`src/rtl/checkers_pkg.sv`:
```
// Shared types, board constants and diagonal-step helpers for the checkers move enumerator.
// Square index: row = idx[4:2], column slot k = idx[1:0], row parity = idx[2].
package checkers_pkg;
   localparam int BOARD_W   = 32;
   localparam int IDX_W     = 5;
   localparam int CNT_W     = 6;
   localparam int MAX_MOVES = 48;

   typedef enum logic [1:0] {DIR_DR = 2'd0, DIR_DL = 2'd1, DIR_UR = 2'd2, DIR_UL = 2'd3} dir_t;
   typedef enum logic [2:0] {
      ST_IDLE  = 3'd0,
      ST_CALC  = 3'd1,
      ST_CALC2 = 3'd2,
      ST_EMIT  = 3'd3,
      ST_DONE  = 3'd4
   } state_t;

   // Index offset of one diagonal step, chosen by the parity of the row being left.
   function automatic logic signed [IDX_W:0] dir_offset(input dir_t dir, input logic odd_row);
      logic signed [IDX_W:0] off;
      case (dir)
         DIR_DR:  off = odd_row ?  6'sd5 :  6'sd4;
         DIR_DL:  off = odd_row ?  6'sd4 :  6'sd3;
         DIR_UR:  off = odd_row ? -6'sd3 : -6'sd4;
         default: off = odd_row ? -6'sd4 : -6'sd5;
      endcase
      return off;
   endfunction

   function automatic logic step_legal(input logic [IDX_W-1:0] idx, input dir_t dir);
      logic ok;
      ok = 1'b1;
      if ((dir == DIR_DR || dir == DIR_DL) && idx[4:2] == 3'd7) ok = 1'b0;
      if ((dir == DIR_UR || dir == DIR_UL) && idx[4:2] == 3'd0) ok = 1'b0;
      if (!idx[2] && idx[1:0] == 2'd0 && (dir == DIR_DL || dir == DIR_UL)) ok = 1'b0;
      if ( idx[2] && idx[1:0] == 2'd3 && (dir == DIR_DR || dir == DIR_UR)) ok = 1'b0;
      return ok;
   endfunction

   function automatic logic [IDX_W-1:0] step_dst(input logic [IDX_W-1:0] src, input dir_t dir);
      logic signed [IDX_W:0] s;
      s = $signed({1'b0, src}) + dir_offset(dir, src[2]);
      return s[IDX_W-1:0];
   endfunction

   // Inverse step: the source square sits on the row of opposite parity to the destination.
   function automatic logic [IDX_W-1:0] step_src(input logic [IDX_W-1:0] dst, input dir_t dir);
      logic signed [IDX_W:0] s;
      s = $signed({1'b0, dst}) - dir_offset(dir, ~dst[2]);
      return s[IDX_W-1:0];
   endfunction
endpackage

```
`src/rtl/board_diag_shift.sv`:
```
// One combinational diagonal board shift: every set square moves one step in DIR;
// pieces that would leave the board are dropped.
module board_diag_shift
   import checkers_pkg::*;
#(
   parameter dir_t DIR = DIR_DR
) (
   input  logic [BOARD_W-1:0] i_src,
   output logic [BOARD_W-1:0] o_dst
);
   always_comb begin
      o_dst = '0;
      for (int s = 0; s < BOARD_W; s++) begin
         if (i_src[s] && step_legal(IDX_W'(s), DIR))
            o_dst[step_dst(IDX_W'(s), DIR)] = 1'b1;
      end
   end
endmodule

```
`src/rtl/checkers_move_enum.sv`:
```
// Serial legal-move enumerator for one checkers position, one move per valid/ready handshake.
// Define MOVE_ENUM_JUMPS_EN to add a forced-capture single-jump phase ahead of simple moves.
module checkers_move_enum
   import checkers_pkg::*;
(
   input  logic               clock,
   input  logic               reset,
   input  logic               start,
   input  logic               side,
   input  logic [BOARD_W-1:0] own,
   input  logic [BOARD_W-1:0] opp,
   input  logic [BOARD_W-1:0] kings,
   input  logic               move_ready,
   output logic               move_valid,
   output logic [IDX_W-1:0]   move_from,
   output logic [IDX_W-1:0]   move_to,
   output logic [1:0]         move_dir,
   output logic               move_jump,
   output logic               busy,
   output logic               done,
   output logic [CNT_W-1:0]   move_count,
   output logic               no_moves
);
`ifdef MOVE_ENUM_JUMPS_EN
   localparam bit JUMPS_EN = 1'b1;
`else
   localparam bit JUMPS_EN = 1'b0;
`endif

   function automatic logic [CNT_W-1:0] sat_inc(input logic [CNT_W-1:0] c);
      return (c == CNT_W'(MAX_MOVES)) ? c : c + CNT_W'(1);
   endfunction

   state_t             r_state, w_state_nxt;
   dir_t               r_dir;
   logic               r_jphase, r_jumped, r_side;
   logic [CNT_W-1:0]   r_count;
   logic [BOARD_W-1:0] r_own, r_opp, r_kings;
   logic [BOARD_W-1:0] r_mask [4];
   logic [BOARD_W-1:0] r_jmask [4];
   logic [BOARD_W-1:0] r_jtmp [4];
   logic [BOARD_W-1:0] w_shift_in [4];
   logic [BOARD_W-1:0] w_shift_out [4];
   logic [BOARD_W-1:0] w_empty, w_men, w_cur;
   logic               w_any, w_take;
   logic [IDX_W-1:0]   w_to, w_from;

   assign w_empty = ~(r_own | r_opp);
   assign w_men   = r_own & ~r_kings;

   // Kings move every way; men only forward. The second CALC cycle reuses the shifters on the
   // opponent-adjacent squares to find jump landings.
   always_comb begin
      for (int d = 0; d < 4; d++) begin
         w_shift_in[d] = r_own & r_kings;
         if ((d < 2) != r_side) w_shift_in[d] = w_shift_in[d] | w_men;
         if (r_state == ST_CALC2) w_shift_in[d] = r_jtmp[d];
      end
   end

   for (genvar gd = 0; gd < 4; gd++) begin : g_shift
      board_diag_shift #(.DIR(dir_t'(gd))) u_shift (
         .i_src (w_shift_in[gd]),
         .o_dst (w_shift_out[gd])
      );
   end

   assign w_cur  = r_jphase ? r_jmask[r_dir] : r_mask[r_dir];
   assign w_any  = (r_state == ST_EMIT) && (|w_cur);
   assign w_take = w_any && move_ready;

   always_comb begin
      w_to = '0;
      for (int i = BOARD_W - 1; i >= 0; i--)
         if (w_cur[i]) w_to = IDX_W'(i);
   end

   assign w_from = r_jphase ? step_src(step_src(w_to, r_dir), r_dir) : step_src(w_to, r_dir);

   always_ff @(posedge clock) begin
      if (reset) r_state <= ST_IDLE;
      else       r_state <= w_state_nxt;
   end

   always_comb begin
      w_state_nxt = r_state;
      move_valid  = w_any;
      move_from   = '0;
      move_to     = '0;
      move_dir    = '0;
      move_jump   = 1'b0;
      case (r_state)
         ST_IDLE:  if (start) w_state_nxt = ST_CALC;
         ST_CALC:  w_state_nxt = JUMPS_EN ? ST_CALC2 : ST_EMIT;
         ST_CALC2: w_state_nxt = ST_EMIT;
         ST_EMIT:  if (!w_any && r_dir == DIR_UL && !(r_jphase && !r_jumped))
                      w_state_nxt = ST_DONE;
         ST_DONE:  w_state_nxt = ST_IDLE;
         default:  w_state_nxt = ST_IDLE;
      endcase
      if (w_any) begin
         move_from = w_from;
         move_to   = w_to;
         move_dir  = r_dir;
         move_jump = r_jphase;
      end
      busy     = (r_state != ST_IDLE);
      done     = (r_state == ST_DONE);
      no_moves = done && (r_count == '0);
   end

   assign move_count = r_count;

   always_ff @(posedge clock) begin
      if (reset) begin
         r_dir    <= DIR_DR;
         r_jphase <= 1'b0;
         r_jumped <= 1'b0;
         r_count  <= '0;
      end else begin
         case (r_state)
            ST_CALC: begin
               r_dir    <= DIR_DR;
               r_jphase <= JUMPS_EN;
               r_jumped <= 1'b0;
               r_count  <= '0;
            end
            ST_EMIT: begin
               if (w_take) begin
                  r_count <= sat_inc(r_count);
                  if (r_jphase) r_jumped <= 1'b1;
               end else if (!w_any) begin
                  if (r_dir != DIR_UL) begin
                     r_dir <= dir_t'(r_dir + 2'd1);
                  end else if (r_jphase && !r_jumped) begin
                     r_jphase <= 1'b0;
                     r_dir    <= DIR_DR;
                  end
               end
            end
            default: ;
         endcase
      end
   end

   // Board and target-mask datapath; an accepted move retires its destination bit.
   always_ff @(posedge clock) begin
      if (r_state == ST_IDLE && start) begin
         r_own   <= own;
         r_opp   <= opp;
         r_kings <= kings;
         r_side  <= side;
      end
      for (int d = 0; d < 4; d++) begin
         if (r_state == ST_CALC) begin
            r_mask[d] <= w_shift_out[d] & w_empty;
            r_jtmp[d] <= w_shift_out[d] & r_opp;
         end
         if (r_state == ST_CALC2) r_jmask[d] <= w_shift_out[d] & w_empty;
      end
      if (w_take) begin
         if (r_jphase) r_jmask[r_dir][w_to] <= 1'b0;
         else          r_mask[r_dir][w_to]  <= 1'b0;
      end
   end
endmodule
```
`config.mk`:
```
export PLATFORM = sky130hd
export DESIGN_NAME = checkers_move_enum
export DESIGN_NICKNAME = d
export VERILOG_FILES = /design/src/rtl/checkers_pkg.sv /design/src/rtl/board_diag_shift.sv /design/src/rtl/checkers_move_enum.sv
export SDC_FILE = /design/constraint.sdc
export NUM_CORES = 1
export LEC_CHECK = 0
export ABC_AREA = 0
export BUFFER_PORTS_ARGS = -buffer_cell sky130_fd_sc_hd__buf_4
export CAP_MARGIN = 0
export CORE_MARGIN = 2
export CORE_UTILIZATION = 50
export DETAILED_ROUTE_END_ITERATION = 16
export GPL_ROUTABILITY_DRIVEN = 0
export GPL_TIMING_DRIVEN = 0
export PLACE_DENSITY = 0.68
export RECOVER_POWER = 50
export REMOVE_ABC_BUFFERS = 1
export SLEW_MARGIN = 20
export SYNTH_ARGS = -nofsm -noshare
export SYNTH_HDL_FRONTEND = slang
export SYNTH_HIERARCHICAL = 1
export SYNTH_SLANG_ARGS = --single-unit
```
`constraint.sdc`:
```
create_clock -name clock -period 6.6 [get_ports clock]
set_clock_uncertainty 0.1 [all_clocks]
set_input_delay 0.66 -clock clock [delete_from_list [all_inputs] [get_ports clock]]
set_output_delay 0.66 -clock clock [all_outputs]
set_load 0.005 [all_outputs]
```
==> impl_metrics.tcl <==
set metrics [dict create \
    outcome "finished, violations left" \
    violations "capacitance limit, slew limit" \
    antenna_found_initial 0 \
    nNetsFinal 1538 \
    critPathBufInv 4 \
    postRouteAntennaNets 0 \
    grt_overflow 0 \
    dp_hpwl_um 28200 \
    root_buffer "clkbuf_16" \
    grt_util_all_layers_pct 23.0 \
    grtUsageMet1_pct 30.3 \
    fin_area_sq_mm 0.0191 \
    ctsHtreeMaxLevel 2 \
    maxCapViolCount 5 \
    setup_violations 0 \
    crit_chain "buf_16 > mux4_2 > nor4_2 > nand3_1 > o221ai_1 > a21o_1 > inv_2 > o21ai_0 > o31ai_1 > ha_1 > fa_1 > inv_1 > a21o_1 > a21oi_1 > xor2_1 > xnor2_1 > nor2_1 > buf_4" \
    cp_top_family "compound AO/OA/AOI/OAI gates" \
    holdCritPathClass "in -> reg" \
    drtPass1Iterations 5 \
    viasPerCell 5.90 \
    drv_slew 243 \
    p_sw_mw 1.41 \
    p_seq_share_pct 49.2 \
    hold_viol_final 0 \
    dpl_cell_area_sq_mm 0.0180 \
    max_freq_mhz 166 \
    cts_tree "done" \
    clkLatencyLatePin_ns 0.53 \
    max_slew_margin_pct -129 \
    reg2regPathDepth 5 \
    endpoint_kind "output pin" \
    grt_pass1_vias 11200 \
    worstSetupStartpointType "flip-flop" \
    fin_cells 1909 \
    setup_slack_ns 0.586 \
    grt_max_degree 73 \
    cpPeakStageDelay_ns 0.66 \
    clkTransAtPathRegs_ns 0.06 \
    final_common_cell "edfxtp_1" \
    io_pins 124 \
    finalPower_mw 5.46 \
    netlist_instances 1436 \
    hold-path-cell-count 1 \
    dieArea_sq_mm 0.0364 \
    grt.busiest_layer "met2" \
    routed_wl_um 41300 \
    clock_sinks 336 \
    p_leak_nw 7.93 \
    cp_num_cells 18 \
    cp_data_arrival_time_ns 5.25 \
    initial_utilization_pct 50.6 \
    wl_per_cell_um 21.6 \
    num_vias 11300 \
    drive_above_1_share_pct 16.6 \
    cts.repair.resized 0 \
    drc 0 \
    tns_ns 0 \
    syn_avg_cell_area_sq_um 12.1 \
    cts_made_buffers 38 \
    crit_required_ns 5.84 \
    ctsHoldBuffers 0 \
    postCtsSetupBuffers 0 \
    dp_slack_ns 1.15 \
    netlist_area_sq_mm 0.0174 \
    core_sq_mm 0.0345 \
    yosysWarnings 6 \
    combPwrFrac_pct 14.5 \
    placedCellCount 1841 \
    path_common_cell "a21o_1" \
    use_met3_pct 3.35 \
    p_int_mw 4.06 \
    dr.first_iter.drc_count 839 \
    cp_slowest_cell "nor4_2" \
    final.min_clock_period_ns 6.01 \
    swShare_pct 25.7 \
    die_w_um 191 \
    portBuffers 122 \
    clock_path_buffers 3 \
    tightest_slew_ns 3.43 \
    p_per_area_mw_per_mm2 286 \
    crit_fanout 24 \
    crit_type "reg -> out" \
    ir_worst_vdd_mv 0.222 \
    hold_slack_ns 0.230 \
    rsz0062_at_grt "false" \
    grt_pass1_wl_um 63600 \
    grt_util_met2_pct 39.3 \
    period_share_pct 91.1 \
    die_h_um 191 \
    num_rows 68 \
    num_antenna_cells 0 \
    final_cell_mix "edfxtp_1 (323), nand2_1 (123), o21ai_0 (122)" \
    post-route-util_pct 55.5 \
    syn2layout_area_growth_pct 9.73 \
    p_clk_share_pct 36.3 \
]
==> worst register-to-register path: stages, from the launching register on <==
cell      delay (ns)
dfxtp_1         0.60
and2_0          2.54
clkbuf_1        1.47
nand2_1         0.17
nand2_1         0.23
o211a_1         0.17
==> layer usage <==
metal  share of wire [%]  up-vias
li1                    -     5165
met1                  42     5633
met2                  49      377
met3                 5.6       83
met4                 2.9        0
met5                   0        -
==> power groups by stage <==
| stage | combinational (mW) | clock, mW | sequential, mW |
|---|---|---|---|
| 6_report | 0.794 | 1.98 | 2.69 |
| 4_1_cts | 0.804 | 2.02 | 2.68 |
| 3_5_place_dp | 0.799 | 0 | 2.72 |
| 5_1_grt | 0.869 | 2.10 | 2.71 |
| 2_1_floorplan | 0.479 | 0 | 2.70 |
| 3_3_place_gp | 0.741 | 0 | 2.74 |
==> cell type report <==
type / count / area (sq um)
clock inverters: 12 / 47.5
repair buffers: 137 / 1200
well taps: 455 / 569
flip-flops and latches: 336 / 9960
fillers: 2895 / 15300
clock buffers: 56 / 1110
multi-input cells: 898 / 6170
inverters: 15 / 58.8
==> sequential cells by signal, summed over array words and instances (netlist names), named ones only <==
signal,count
r_own,32
r_kings,32
r_jtmp,98
move_count,6
r_state,3
r_side,1
r_mask,128
r_dir,2
r_opp,32
==> worst paths after layout <==
check / slack [ns] / from / end
hold / removal: 0.23 / kings[4] / r_kings[4]$_DFFE_PP_
setup reg to reg: 1.19 / r_state[1]$_SDFFE_PP0P_ / r_mask[1][22]$_DFFE_PP_
hold reg to reg: 0.43 / move_count[1]$_SDFFE_PP0P_ / move_count[1]$_SDFFE_PP0P_
setup / recovery: 0.59 / flip-flop / move_from[4]
(Power assumes the default switching activity.)
